File: config.mk
export PLATFORM = sky130hd
export DESIGN_NAME = omem_scheduler
export DESIGN_NICKNAME = d
export VERILOG_FILES = /design/src/rtl/omem_scheduler.sv
export SDC_FILE = /design/constraint.sdc
export NUM_CORES = 1
export LEC_CHECK = 0
export ABC_AREA = 0
export CORE_MARGIN = 2
export CORE_UTILIZATION = 28
export DETAILED_ROUTE_END_ITERATION = 8
export GPL_TIMING_DRIVEN = 0
export SLEW_MARGIN = 20
export SYNTH_ARGS = -nofsm -noshare
export SYNTH_HDL_FRONTEND = slang
export SYNTH_SLANG_ARGS = --single-unit
File: constraint.sdc
create_clock -name clk -period 8.1 [get_ports clk]
set_clock_uncertainty 0.2 [all_clocks]
set_input_delay 1.62 -clock clk [delete_from_list [all_inputs] [get_ports clk]]
set_output_delay 1.62 -clock clk [all_outputs]
set_load 0.03 [all_outputs]
File: src/rtl/omem_scheduler.sv
// rtl/omem_scheduler.sv - round-robin output-memory arbiter, timestep sequencer and end-of-timestep broadcaster (optional OMEM_SCHED_PERF_EN conflict counter)
module omem_scheduler #(
    parameter int NUM_SPE     = 5,
    parameter int OUTPUT_SIZE = 21,
    parameter int NUM_PE      = 11,
    parameter int NUM_TS      = 2,
    parameter int ADDR_W      = 9
) (
    input  logic               clk,
    input  logic               rst_n,
    input  logic               start,
    input  logic [NUM_SPE-1:0] req_valid,
    input  logic [NUM_SPE-1:0] req_write,
    output logic [NUM_SPE-1:0] grant,
    output logic               mem_en,
    output logic               mem_we,
    output logic               mem_bank,
    output logic [ADDR_W-1:0]  mem_addr,
    output logic               rsp_valid,
    output logic [2:0]         rsp_spe,
    output logic               bc_valid,
    output logic [3:0]         bc_dest,
    input  logic               bc_ready,
    output logic [1:0]         ts,
    output logic               done
`ifdef OMEM_SCHED_PERF_EN
    ,
    output logic [15:0]        conflict_cnt
`endif
);

    localparam int TS_ENTRIES = OUTPUT_SIZE * OUTPUT_SIZE;

    localparam logic [1:0] S_IDLE  = 2'd0;
    localparam logic [1:0] S_SERVE = 2'd1;
    localparam logic [1:0] S_BCAST = 2'd2;

    logic [1:0]         state;
    logic [ADDR_W-1:0]  ptr [NUM_SPE];
    logic [8:0]         wr_cnt;
    logic [2:0]         last;
    logic [3:0]         dest;
    logic [NUM_SPE-1:0] elig;
    logic               gvalid;
    logic               gwrite;
    logic [2:0]         gidx;
    logic [1:0]         ts_m1;

    // A write is held off once its SPE has run past the end of the map; reads never are.
    always_comb begin
        elig = '0;
        for (int i = 0; i < NUM_SPE; i++) begin
            elig[i] = (state == S_SERVE) && req_valid[i] &&
                      (!req_write[i] || (ptr[i] < ADDR_W'(TS_ENTRIES)));
        end
    end

    // Walk from farthest to nearest so the first eligible index after last wins.
    always_comb begin
        gvalid = 1'b0;
        gidx   = '0;
        for (int k = NUM_SPE; k >= 1; k--) begin
            if (elig[(int'(last) + k) % NUM_SPE]) begin
                gvalid = 1'b1;
                gidx   = 3'((int'(last) + k) % NUM_SPE);
            end
        end
    end

    assign gwrite   = gvalid && req_write[gidx];
    assign ts_m1    = ts - 2'd1;
    assign grant    = gvalid ? (NUM_SPE'(1) << gidx) : '0;
    assign mem_en   = gvalid;
    assign mem_we   = gwrite;
    assign mem_bank = gwrite ? ts_m1[0] : 1'b0;
    assign mem_addr = gvalid ? ptr[gidx] : '0;
    assign bc_valid = (state == S_BCAST);
    assign bc_dest  = dest;

    always_ff @(posedge clk or negedge rst_n) begin
        if (!rst_n) begin
            state     <= S_IDLE;
            ts        <= '0;
            wr_cnt    <= '0;
            last      <= 3'(NUM_SPE - 1);
            dest      <= '0;
            rsp_valid <= 1'b0;
            rsp_spe   <= '0;
            done      <= 1'b0;
            for (int i = 0; i < NUM_SPE; i++) ptr[i] <= ADDR_W'(i);
        end else begin
            done      <= 1'b0;
            rsp_valid <= gvalid && !gwrite;
            rsp_spe   <= (gvalid && !gwrite) ? gidx : 3'd0;
            case (state)
                S_IDLE: begin
                    if (start) begin
                        state  <= S_SERVE;
                        ts     <= 2'd1;
                        wr_cnt <= '0;
                        for (int i = 0; i < NUM_SPE; i++) ptr[i] <= ADDR_W'(i);
                    end
                end
                S_SERVE: begin
                    if (gvalid) begin
                        last <= gidx;
                        if (gwrite) begin
                            ptr[gidx] <= ptr[gidx] + ADDR_W'(NUM_SPE);
                            if (wr_cnt != 9'(TS_ENTRIES)) wr_cnt <= wr_cnt + 9'd1;
                            if (wr_cnt == 9'(TS_ENTRIES - 1)) begin
                                state <= S_BCAST;
                                dest  <= '0;
                            end
                        end
                    end
                end
                S_BCAST: begin
                    if (bc_ready) begin
                        if (dest == 4'(NUM_PE - 1)) begin
                            dest   <= '0;
                            wr_cnt <= '0;
                            for (int i = 0; i < NUM_SPE; i++) ptr[i] <= ADDR_W'(i);
                            if (ts == 2'(NUM_TS)) begin
                                ts    <= '0;
                                state <= S_IDLE;
                                done  <= 1'b1;
                            end else begin
                                ts    <= ts + 2'd1;
                                state <= S_SERVE;
                            end
                        end else begin
                            dest <= dest + 4'd1;
                        end
                    end
                end
                default: state <= S_IDLE;
            endcase
        end
    end

`ifdef OMEM_SCHED_PERF_EN
    // Counts SERVE cycles where the arbiter had to turn at least one eligible request away.
    always_ff @(posedge clk or negedge rst_n) begin
        if (!rst_n) begin
            conflict_cnt <= '0;
        end else if (state == S_IDLE && start) begin
            conflict_cnt <= '0;
        end else if ((elig & (elig - NUM_SPE'(1))) != '0 && conflict_cnt != 16'hFFFF) begin
            conflict_cnt <= conflict_cnt + 16'd1;
        end
    end
`endif

endmodule

Word-level counts from Yosys, hierarchy flattened
Index checks and enable logic that the tools add are counted.
- flip-flop bits (word level): 70
- bits of input ports: 14
- output and inout bits: 29
- add/sub/neg operators: 10
- divide/modulo/power cells: 5
- $lt $le $gt $ge: 13
- equality and inequality tests: 13
- shift operators: 1
- mux-type cells: 72
- bitwise operators: 1
- reduce and logical (&&, ||, !) cells: 34
- operators with widths (cell ; count):
    45-bit 2-to-1 mux ; 5
    32-bit by 5-bit < comparator with 1-bit output (second input constant) ; 5
    32-bit by 4-bit remainder unit with 32-bit output (second input constant) ; 5
    45-bit case mux with 3 select lines ; 1
    9-bit 2-to-1 mux ; 10
    45-bit bitwise mux ; 1
    9-bit < comparator (second input constant) ; 5
    9-bit binary-select mux with 3-bit select ; 1
    9-bit demux with 3-bit select ; 1
    9-bit case mux with 3 select lines ; 1
    1-bit 2-to-1 mux ; 22
    4-bit 2-to-1 mux ; 5
    1-bit binary-select mux with 3-bit select ; 6
    2-bit 2-to-1 mux ; 9
    3-bit 2-to-1 mux ; 6
    1-bit logical AND ; 13
    6-bit AND reduction ; 2
    9-bit by 1-bit adder with 9-bit output (second input constant) ; 1
    9-bit by 3-bit adder with 9-bit output (second input constant) ; 1
    9-bit == test (second input constant) ; 1
    9-bit inequality test (second input constant) ; 1
    3-bit by 2-bit adder with 4-bit output (second input constant) ; 2
    3-bit by 3-bit adder with 4-bit output (second input constant) ; 2
    2-bit by 1-bit inequality test with 1-bit output (second input constant) ; 4
    26 further kinds ; 39

Longest topological paths before layout
Gate-level depths: netlist of run 1.
- depth after elaboration: 20
- gate-level depth with buffers: 27
- mapped depth without buffers: 24

Worst setup path after synthesis of run 1
OpenSTA, ideal clock, no wires.
- path kind: register to output
- from: reg last[0]
- to: out mem_addr[8]
- arrival: 5989 ps
- slack: 291 ps
- stages on the path, launching flop included: 23
- buffers on the path: 4
- path through: dfrtp_1 -> buf_2 -> clkinv_1 -> ha_1 -> clkbuf_1 -> inv_1 -> ha_1 -> nor2_1 -> a211o_1 -> nand2_1 -> ha_1 -> inv_1 -> o311ai_0 -> a211oi_1 -> o21ai_0 -> a31oi_1 -> nor3b_1 -> a221oi_1 -> nor3_1 -> buf_2 -> buf_1 -> o31ai_1 -> and2_1
- longest elaborated chain between the ends: 15
- elaborated cells between the ends (all ways): 40
- those cells by class: add/sub: 5; div: 5; mux: 29; bitwise: 1
- RTL lines (item ; RTL line ; RTL):
    start, declared ; 41 ; logic [2:0] last;
    start signal, assigned ; 85 ; last <= 3'(NUM_SPE - 1);
    start signal, assigned ; 106 ; last <= gidx;
    3-bit by 3-bit adder with 4-bit output ; 63, 65 ;
    32-bit by 4-bit remainder unit with 32-bit output ; 63, 65 ;
    1-bit binary-select mux with 3-bit select ; 63 ; if (elig[(int'(last) + k) % NUM_SPE]) begin
    1-bit 2-to-1 mux (not written as such) (2 in series) ; 63 ;
    3-bit 2-to-1 mux (5 in series) ; 63 ;
    3-bit inverter with 4-bit output (not written as such) ; 76 ; assign mem_addr = gvalid ? ptr[gidx] : '0;
    9-bit binary-select mux with 3-bit select ; 76 ;
    9-bit 2-to-1 mux (not written as such) (2 in series) ; 76 ;
    9-bit 2-to-1 mux (*) ; 76 ;
    end, declared ; 18 ; output logic [ADDR_W-1:0] mem_addr,
Every way passes the cells marked *; elsewhere a longest branch is shown, timed or not. The select of a mux whose other input is x is not followed.

Worst setup path in the final report of run 1
- from: reg last[0]
- to: out mem_addr[7]
Same word-level chain as after synthesis.

==> metrics.log, run 1 <==
[metrics] status: complete, no violations
[metrics] slew margin rel.: 43.42%
[metrics] total core area: 20820 um^2
[metrics] Arrival @ worst endpoint: between 6000 and 7000 ps
[metrics] wire length after detailed routing: 19090 um
[metrics] first-pass GRT wire length: 29900 um
[metrics] TritonRoute pass-1 iters: 6
[metrics] worst slew pin tran: 848.7 ps
[metrics] Clock transition at path regs: 70 ps
[metrics] Num Clock Sinks: 70
[metrics] area of the die: 22220 um^2
[metrics] count of final setup violators: 0
[metrics] HPWL after detailed placement: 14130 um
[metrics] number of flops mapped to enable cells by yosys: 0
[metrics] summed instance area of the synthesized netlist: 5892 um^2
[metrics] end of the worst hold path: ptr[40]$_DFFE_PN0P_
[metrics] xor and xnor area share after synthesis: 2.421%
[metrics] multiplexer fraction of the synthesized cell area: 4.056%
[metrics] post-synthesis sequential element count: 70
[metrics] final-report max-slew violation count: 0
[metrics] initial antenna violation count: 0
[metrics] Register-to-Register Setup Slack: roughly 1200 ps
[metrics] area growth from synthesis to final layout: 21.55%
[metrics] final routed DRC violation total: 0
[metrics] top layer used by detailed routing: met4
[metrics] terminus of the critical flop-to-flop path: ptr[24]$_DFFE_PN0P_
[metrics] compound-gate portion of the synthesized area: 28.46%
[metrics] GR Overflow Total: 0
[metrics] Placed Instance Area: 6686 um^2
[metrics] CTS Root Buffer Type: sky130_fd_sc_hd__clkbuf_16
[metrics] Buf/Inv on CP: 6
[metrics] achievable frequency: 123.8 MHz
[metrics] CTS hold repair buffers: 0
[metrics] leading cell type in the layout, fill and taps excluded: sky130_fd_sc_hd__o21ai_0
[metrics] Simple-Gate Fraction of Synth Area: 23.32%
[metrics] kind of critical path: reg -> out
[metrics] Design Area, Final: 7162 um^2
[metrics] total routing resource utilization after global routing: between 10% and 20%
[metrics] sequential area share after synthesis: roughly 30%
[metrics] Met2 Routed Length: 8545 um
[metrics] startpoint type of the worst setup path: flip-flop
[metrics] crit-path cells: buf_4, ha_1, xnor2_4, inv_2, ha_1, or2_2, o21ai_1, xnor2_2, ha_1, nand2b_1, or3b_1, and3_1, buf_6, and4b_1, and4bb_1, o211ai_1, o21a_1, o21ai_4, buf_2, mux2_2, a222oi_1, clkbuf_4, nor2_1, dlygate4sd2_1
[metrics] fin crit period: approximately 8100 ps
[metrics] diode insertion count for antenna repair: 0
[metrics] final period utilization: 99.72%
[metrics] critical register-to-register path startpoint: last[0]$_DFFE_PN0P_
[metrics] async set or reset register ratio after synthesis: between 90% and 100%
[metrics] Mapped Cells: 699
[metrics] distinct cell type count after synthesis: 81
[metrics] Worst Path Required: 6280 ps
[metrics] nets@finish: 808
[metrics] endpoint type of the worst setup path: primary output
[metrics] fraction of final layout cells sized beyond drive strength 1: between 10% and 20%
[metrics] predominant post-synthesis flop cell: sky130_fd_sc_hd__dfrtp_1
[metrics] # rows: 53
[metrics] family with the most delay on the worst path: simple AND/OR/NAND/NOR gates
[metrics] worst reg-to-reg path cell count: 27
[metrics] num ports: 43
[metrics] CP peak stage delay: around 430 ps
[metrics] total number of vias: 5897
[metrics] antenna viol nets, final: 0
[metrics] TritonCTS clock tree: built
[metrics] clock buffer count from CTS: 9
[metrics] total of max-cap violations: 0
[metrics] RSZ-0062 raised after global routing: true
[metrics] arithmetic-cell share of the synthesized area counting full adders, half adders and majority gates: under 10%
[metrics] width of the die: 149.1 um
[metrics] launch point of the worst hold path: ptr[40]$_DFFE_PN0P_
[metrics] maximum number of pins on one net before global-route repair: 54
[metrics] combinational family with the most area after synthesis: compound AO/OA/AOI/OAI gates
[metrics] cell at the slowest stage of the critical path: sky130_fd_sc_hd__dfrtp_2
[metrics] maximum fanout along the worst path: 12
[metrics] commonest cells after routing, fill and taps aside: sky130_fd_sc_hd__o21ai_0 (63), sky130_fd_sc_hd__dfrtp_1 (62), sky130_fd_sc_hd__nand2_1 (52)
[metrics] via count of the first global-routing pass: 5492
[metrics] number of input and output port buffers inserted: 42
[metrics] Tightest Hold Check Type: reg -> reg
[metrics] mean instance size in the synthesized netlist: 8.429 um^2
[metrics] cell mode on critical path: sky130_fd_sc_hd__ha_1
[metrics] cell count of the worst hold path: 2
[metrics] Final GP Congestion: 0.8644
[metrics] average detailed-routed wire length per instance: between 15 and 20 um
[metrics] die span in y: 149.1 um
[metrics] detailed-routing wirelength on met1: 8825 um
[metrics] maximum level of the CTS H-tree: 3
[metrics] metal3 WL: 1150 um
[metrics] iteration-0 DRC count of the detailed router: 598
[metrics] number of hold violations in the final report: 0
[metrics] YS warnings: 0
[metrics] synthesized net count: 747
[metrics] WHS: 317.5 ps
[metrics] detailed-route vias per instance: 5.670
[metrics] largest buffer count on any clock path: 2
[metrics] worst skew pair latency: roughly 340 ps
[metrics] initial core utilization: 28.30%
-- worst register-to-register path, cell delays in order (launching register included) --
cell                       delay [ps]
sky130_fd_sc_hd__dfrtp_2          430
sky130_fd_sc_hd__buf_4            200
sky130_fd_sc_hd__ha_1             300
sky130_fd_sc_hd__xnor2_4          200
sky130_fd_sc_hd__inv_2             90
sky130_fd_sc_hd__ha_1             210
sky130_fd_sc_hd__or2_2            320
sky130_fd_sc_hd__o21ai_1          200
sky130_fd_sc_hd__xnor2_2          200
sky130_fd_sc_hd__ha_1             200
sky130_fd_sc_hd__nand2b_1         110
sky130_fd_sc_hd__or3b_1           380
sky130_fd_sc_hd__and3_1           190
sky130_fd_sc_hd__buf_6            130
sky130_fd_sc_hd__and4b_1          190
sky130_fd_sc_hd__and4bb_1         340
sky130_fd_sc_hd__nand4b_1         220
sky130_fd_sc_hd__a311oi_4         440
sky130_fd_sc_hd__buf_4            270
sky130_fd_sc_hd__mux2i_1           90
sky130_fd_sc_hd__a22oi_1          160
sky130_fd_sc_hd__o21a_2           280
sky130_fd_sc_hd__ha_1             230
sky130_fd_sc_hd__a21oi_1           60
sky130_fd_sc_hd__o31ai_1          110
sky130_fd_sc_hd__nor4b_4          500
sky130_fd_sc_hd__xor2_1           350
sky130_fd_sc_hd__o21ai_0          140
-- how the worst max path moves through the flow --
stage,startpoint,endpoint,slack (ps),cells after the start
2_1_floorplan,last[0]$_DFFE_PN0P_,mem_addr[8],290,22
3_3_place_gp,last[0]$_DFFE_PN0P_,mem_addr[8],-2000,23
3_5_place_dp,last[0]$_DFFE_PN0P_,mem_addr[8],-1610,23
4_1_cts,last[0]$_DFFE_PN0P_,mem_addr[7],10,24
5_1_grt,last[0]$_DFFE_PN0P_,mem_addr[7],-330,24
6_report,last[0]$_DFFE_PN0P_,mem_addr[7],20,24
-- cells by family (layout without fill, tap and decap cells) --
group / Yosys count / in the layout
mux: 23 / 23
compound gates: 236 / 236
flops: 70 / 70
fa+ha+maj: 34 / 34
buf+inv: 65 / 131
xor+xnor: 12 / 12
simple gates: 259 / 259
-- synth_stat cells (4+ instances only) --
cell	n	share of area [%]
sky130_fd_sc_hd__a211o_1	7	1.0
sky130_fd_sc_hd__a211oi_1	19	2.4
sky130_fd_sc_hd__a21boi_0	4	0.51
sky130_fd_sc_hd__a21o_1	6	0.76
sky130_fd_sc_hd__a21oi_1	30	2.5
sky130_fd_sc_hd__a221o_1	4	0.68
sky130_fd_sc_hd__a22o_1	5	0.74
sky130_fd_sc_hd__a22oi_1	4	0.51
sky130_fd_sc_hd__a31oi_1	16	1.7
sky130_fd_sc_hd__and2_1	10	1.1
sky130_fd_sc_hd__and3_1	13	1.4
sky130_fd_sc_hd__buf_2	7	0.59
sky130_fd_sc_hd__clkbuf_1	19	1.2
sky130_fd_sc_hd__dfrtp_1	64	27
sky130_fd_sc_hd__dfstp_2	6	2.7
sky130_fd_sc_hd__ha_1	34	7.2
sky130_fd_sc_hd__inv_1	33	2.1
sky130_fd_sc_hd__mux2_2	7	1.3
sky130_fd_sc_hd__mux2i_1	16	2.7
sky130_fd_sc_hd__nand2_1	52	3.3
sky130_fd_sc_hd__nand2b_1	12	1.3
sky130_fd_sc_hd__nand3_1	47	4.0
sky130_fd_sc_hd__nand3b_1	4	0.51
sky130_fd_sc_hd__nand4_1	8	0.85
sky130_fd_sc_hd__nand4b_1	4	0.59
sky130_fd_sc_hd__nor2_1	49	3.1
sky130_fd_sc_hd__nor2b_1	5	0.53
sky130_fd_sc_hd__nor3_1	19	1.6
sky130_fd_sc_hd__nor4_1	8	0.85
sky130_fd_sc_hd__nor4b_1	4	0.59
sky130_fd_sc_hd__o211a_1	5	0.85
sky130_fd_sc_hd__o211ai_1	5	0.64
sky130_fd_sc_hd__o21a_1	4	0.51
sky130_fd_sc_hd__o21ai_0	65	5.5
sky130_fd_sc_hd__o311ai_0	6	0.89
sky130_fd_sc_hd__o31a_1	5	0.74
sky130_fd_sc_hd__o31ai_1	13	1.7
sky130_fd_sc_hd__or2_2	6	0.64
sky130_fd_sc_hd__or3_1	4	0.42
sky130_fd_sc_hd__xnor2_1	8	1.2
-- registers in the layout (all words and copies together), names as in the netlist --
signal / flops
ptr: 45
wr_cnt: 9
bc_dest: 4
last: 3
rsp_spe: 3
state: 2
ts: 2
done: 1
rsp_valid: 1
-- cell type report --
| class | instances | area, um^2 |
|---|---|---|
| fillers | 2213 | 13660 |
| clock inverters | 7 | 86.33 |
| multi-input cells | 564 | 3969 |
| repair buffers | 52 | 483.0 |
| plain buffers | 28 | 152.6 |
| clock buffers | 9 | 225.2 |
| flip-flops and latches | 70 | 1762 |
| well taps | 275 | 344.1 |
| inverters | 35 | 140.1 |
-- per-stage QoR --
stage	utilization (%)	setup slack, ps	TNS [ps]	std cells
6_report	34.39	22.95	0	1040
5_1_grt	34.39	-325.7	-353.1	1040
4_1_cts	34.46	11.12	0	1041
3_5_place_dp	32.11	-1607	-17320	1017
3_3_place_gp	31.97	-2000	-18470	1016
2_1_floorplan	-	291.2	0	699
-- repair_timing --
action / CTS / global route
resized for setup: 40 / 22
endpoints found under the setup margin: 29 / 16
buffers inserted: 9 / 0
pin swaps: 7 / 1
-- routing by layer --
| metal | track usage, % | vias to the layer above |
|---|---|---|
| met5 | 0 | - |
| met1 | 23.70 | 2825 |
| met4 | 5.952 | 0 |
| li1 | - | 2783 |
| met3 | 2.936 | 49 |
| met2 | 26.80 | 240 |
Power of run 1 is left out: the tool's default activity adds up to more than one toggle a clock period on the data nets, which glitch-free logic cannot reach.
==> run 2: changes to the inputs <==
- SLEW_MARGIN: 20 -> default
==> run 2 against run 1 <==
Sequential cell count stayed put. Routed wire length is 1.0% lower. Worst setup slack better by 270 ps. Core utilization is 0.26 points higher. Final cell count is 0.29% higher. Global-route usage is 0.12 points lower. Hold slack better by 2.0 ps. Design area is 0.77% higher. First-iteration DRC count is 7.7% lower.
==> metrics.log, run 2 (same netlist as run 1, synthesis figures left out) <==
[metrics] Num Clock Sinks: 70 (unchanged)
[metrics] endpoint type of the worst setup path: primary output (unchanged)
[metrics] cell count of the worst hold path: 1 (was 2)
[metrics] largest buffer count on any clock path: 2 (unchanged)
[metrics] width of the die: 149.1 um (unchanged)
[metrics] number of hold violations in the final report: 0 (unchanged)
[metrics] fraction of final layout cells sized beyond drive strength 1: 14.58% (was 14.25%)
[metrics] total routing resource utilization after global routing: 16.95% (was 17.08%)
[metrics] Multi-input gate area: 3995 um^2 (was 3969 um^2)
[metrics] largest reg by FF count: ptr (unchanged)
[metrics] area growth from synthesis to final layout: 22.49% (was 21.55%)
[metrics] initial antenna violation count: 0 (unchanged)
[metrics] num ports: 43 (unchanged)
[metrics] status: complete, no violations (unchanged)
[metrics] TritonCTS clock tree: built (unchanged)
[metrics] diode insertion count for antenna repair: 0 (unchanged)
[metrics] Final GP Congestion: 0.8644 (unchanged)
[metrics] worst reg-to-reg path cell count: 28 (was 27)
[metrics] total core area: 20820 um^2 (unchanged)
[metrics] GR Overflow Total: 0 (unchanged)
[metrics] average detailed-routed wire length per instance: 18.12 um (was 18.35 um)
[metrics] # fillers: 2176 (was 2213)
[metrics] Worst Path Required: 6280 ps (about the same)
[metrics] terminus of the critical flop-to-flop path: ptr[24]$_DFFE_PN0P_ (unchanged)
[metrics] wire length after detailed routing: 18900 um (was 19090 um)
[metrics] total number of vias: 5865 (was 5897)
[metrics] total of max-cap violations: 0 (unchanged)
[metrics] maximum fanout along the worst path: 12 (unchanged)
[metrics] initial core utilization: 28.30% (unchanged)
[metrics] Tightest Hold Check Type: reg -> reg (unchanged)
[metrics] CTS Root Buffer Type: sky130_fd_sc_hd__clkbuf_16 (unchanged)
[metrics] leading cell type in the layout, fill and taps excluded: sky130_fd_sc_hd__o21ai_0 (unchanged)
[metrics] flip-flop count of the largest register, all copies and words added: 45 (unchanged)
[metrics] count of final setup violators: 0 (unchanged)
[metrics] critical register-to-register path startpoint: last[0]$_DFFE_PN0P_ (unchanged)
[metrics] detailed-route vias per instance: 5.623 (was 5.670)
[metrics] antenna viol nets, final: 0 (unchanged)
[metrics] crit path launch: last[0]$_DFFE_PN0P_ (unchanged)
[metrics] TritonRoute pass-1 iters: 5 (was 6)
[metrics] area of the die: 22220 um^2 (unchanged)
[metrics] clock buffer count from CTS: 9 (unchanged)
[metrics] end of the worst hold path: wr_cnt[3]$_DFFE_PN0P_ (was ptr[40]$_DFFE_PN0P_)
[metrics] HPWL after detailed placement: 14160 um (was 14130 um)
[metrics] commonest cells after routing, fill and taps aside: sky130_fd_sc_hd__o21ai_0 (63), sky130_fd_sc_hd__dfrtp_1 (62), sky130_fd_sc_hd__nand2_1 (52) (unchanged)
[metrics] Register-to-Register Setup Slack: 1240 ps (was 1230 ps)
[metrics] final-report max-slew violation count: 0 (unchanged)
[metrics] nets@finish: 811 (was 808)
[metrics] maximum number of pins on one net before global-route repair: 60 (was 54)
[metrics] RSZ-0062 raised after global routing: true (unchanged)
[metrics] Arrival @ worst endpoint: 5990 ps (was 6260 ps)
[metrics] die span in y: 149.1 um (unchanged)
[metrics] final routed DRC violation total: 0 (unchanged)
[metrics] maximum level of the CTS H-tree: 3 (unchanged)
[metrics] worst slew pin tran: 1125 ps (was 848.7 ps)
[metrics] # rows: 53 (unchanged)
[metrics] startpoint type of the worst setup path: flip-flop (unchanged)
[metrics] final cell utilization of the core: 34.66% (was 34.39%)
[metrics] area taken by flip-flops and latches: 1762 um^2 (unchanged)
[metrics] first-pass GRT wire length: 29680 um (was 29900 um)
[metrics] slew margin rel.: 24.45% (was 43.42%)
[metrics] number of input and output port buffers inserted: 42 (unchanged)
[metrics] launch point of the worst hold path: wr_cnt[3]$_DFFE_PN0P_ (was ptr[40]$_DFFE_PN0P_)
[metrics] final period utilization: 96.43% (was 99.72%)
[metrics] worst skew pair latency: 350 ps (was 340 ps)
[metrics] Clock transition at path regs: 70 ps (about the same)
[metrics] kind of critical path: reg -> out (unchanged)
[metrics] fin crit period: 7811 ps (was 8077 ps)
[metrics] achievable frequency: 128.0 MHz (was 123.8 MHz)
[metrics] via count of the first global-routing pass: 5371 (was 5492)
[metrics] iteration-0 DRC count of the detailed router: 552 (was 598)
==> run 2: cell types whose count changed in the layout (fill, tap and decap cells not counted), sizes merged <==
cell / before / now
dlymetal6s2s: 3 / 1
clkbuf: 34 / 30
buf: 21 / 25
dlygate4sd2: 2 / 7
==> run 2: per-stage QoR <==
step | cells | cell area [um^2] | setup slack (ps) | hold WS (ps) | TNS (ps)
2_1_floorplan | 699 | 5892 | 291.2 | 265.7 | 0
3_3_place_gp | 1016 | 6656 | -2000 | 291.6 | -18470
3_5_place_dp | 1017 | 6681 | -2041 | 299.9 | -19460
4_1_cts | 1040 | 7149 | 7.307 | 316.2 | 0
5_1_grt | 1043 | 7217 | -1.867 | 346.2 | -1.867
6_report | 1043 | 7217 | 289.3 | 319.4 | 0
==> run 2: metal layers <==
layer  routed length [um]  track usage (%)
met5                    0                0
met4                  397            4.667
met3                  986            3.089
met2                 8731            26.82
met1                 8783            23.74
==> run 2: how the worst max path moves through the flow <==
stage                             end  slack (ps)  depth (start not counted)
after floorplan           mem_addr[8]         290                         22
after global placement    mem_addr[8]       -2000                         23
after detailed placement  mem_addr[8]       -2040                         23
after CTS                 mem_addr[6]           7                         22
after global routing      mem_addr[3]          -2                         23
final                     mem_addr[8]         290                         23
==> run 2: cell type report <==
cell class	instances	area share, %
multi-input combinational	564	55.36
sequential	70	24.41
timing repair buffer	55	7.056
tap	275	4.768
clock buffer	9	3.121
buffer	28	2.150
inverter	35	1.942
clock inverter	7	1.196
==> run 2: what timing repair did <==
item                       4_1_cts  5_1_grt
buffers inserted                 8        4
setup endpoints to repair       32       16
hold buffers                     0        0
gates cloned                     0        0
resized for setup               40       26
pin swaps                        6        4
==> run 2: critical path, stage by stage (launching register included) <==
cell and delay (ps):
sky130_fd_sc_hd__dfrtp_2 430, sky130_fd_sc_hd__buf_4 200, sky130_fd_sc_hd__ha_1 290, sky130_fd_sc_hd__xnor2_4 200, sky130_fd_sc_hd__inv_2 90, sky130_fd_sc_hd__ha_1 210
sky130_fd_sc_hd__or2_2 320, sky130_fd_sc_hd__o21ai_1 200, sky130_fd_sc_hd__xnor2_2 200, sky130_fd_sc_hd__ha_1 190, sky130_fd_sc_hd__nand2b_1 110, sky130_fd_sc_hd__or3b_1 380
sky130_fd_sc_hd__and3_1 190, sky130_fd_sc_hd__buf_6 130, sky130_fd_sc_hd__and4b_1 190, sky130_fd_sc_hd__and4bb_1 340, sky130_fd_sc_hd__o211ai_1 160, sky130_fd_sc_hd__o21a_1 260
sky130_fd_sc_hd__o21ai_4 220, sky130_fd_sc_hd__clkbuf_4 260, sky130_fd_sc_hd__a211oi_1 130, sky130_fd_sc_hd__o31ai_4 350, sky130_fd_sc_hd__and2_1 180, sky130_fd_sc_hd__dlygate4sd2_1 410
Power of run 2 is left out for the same reason.
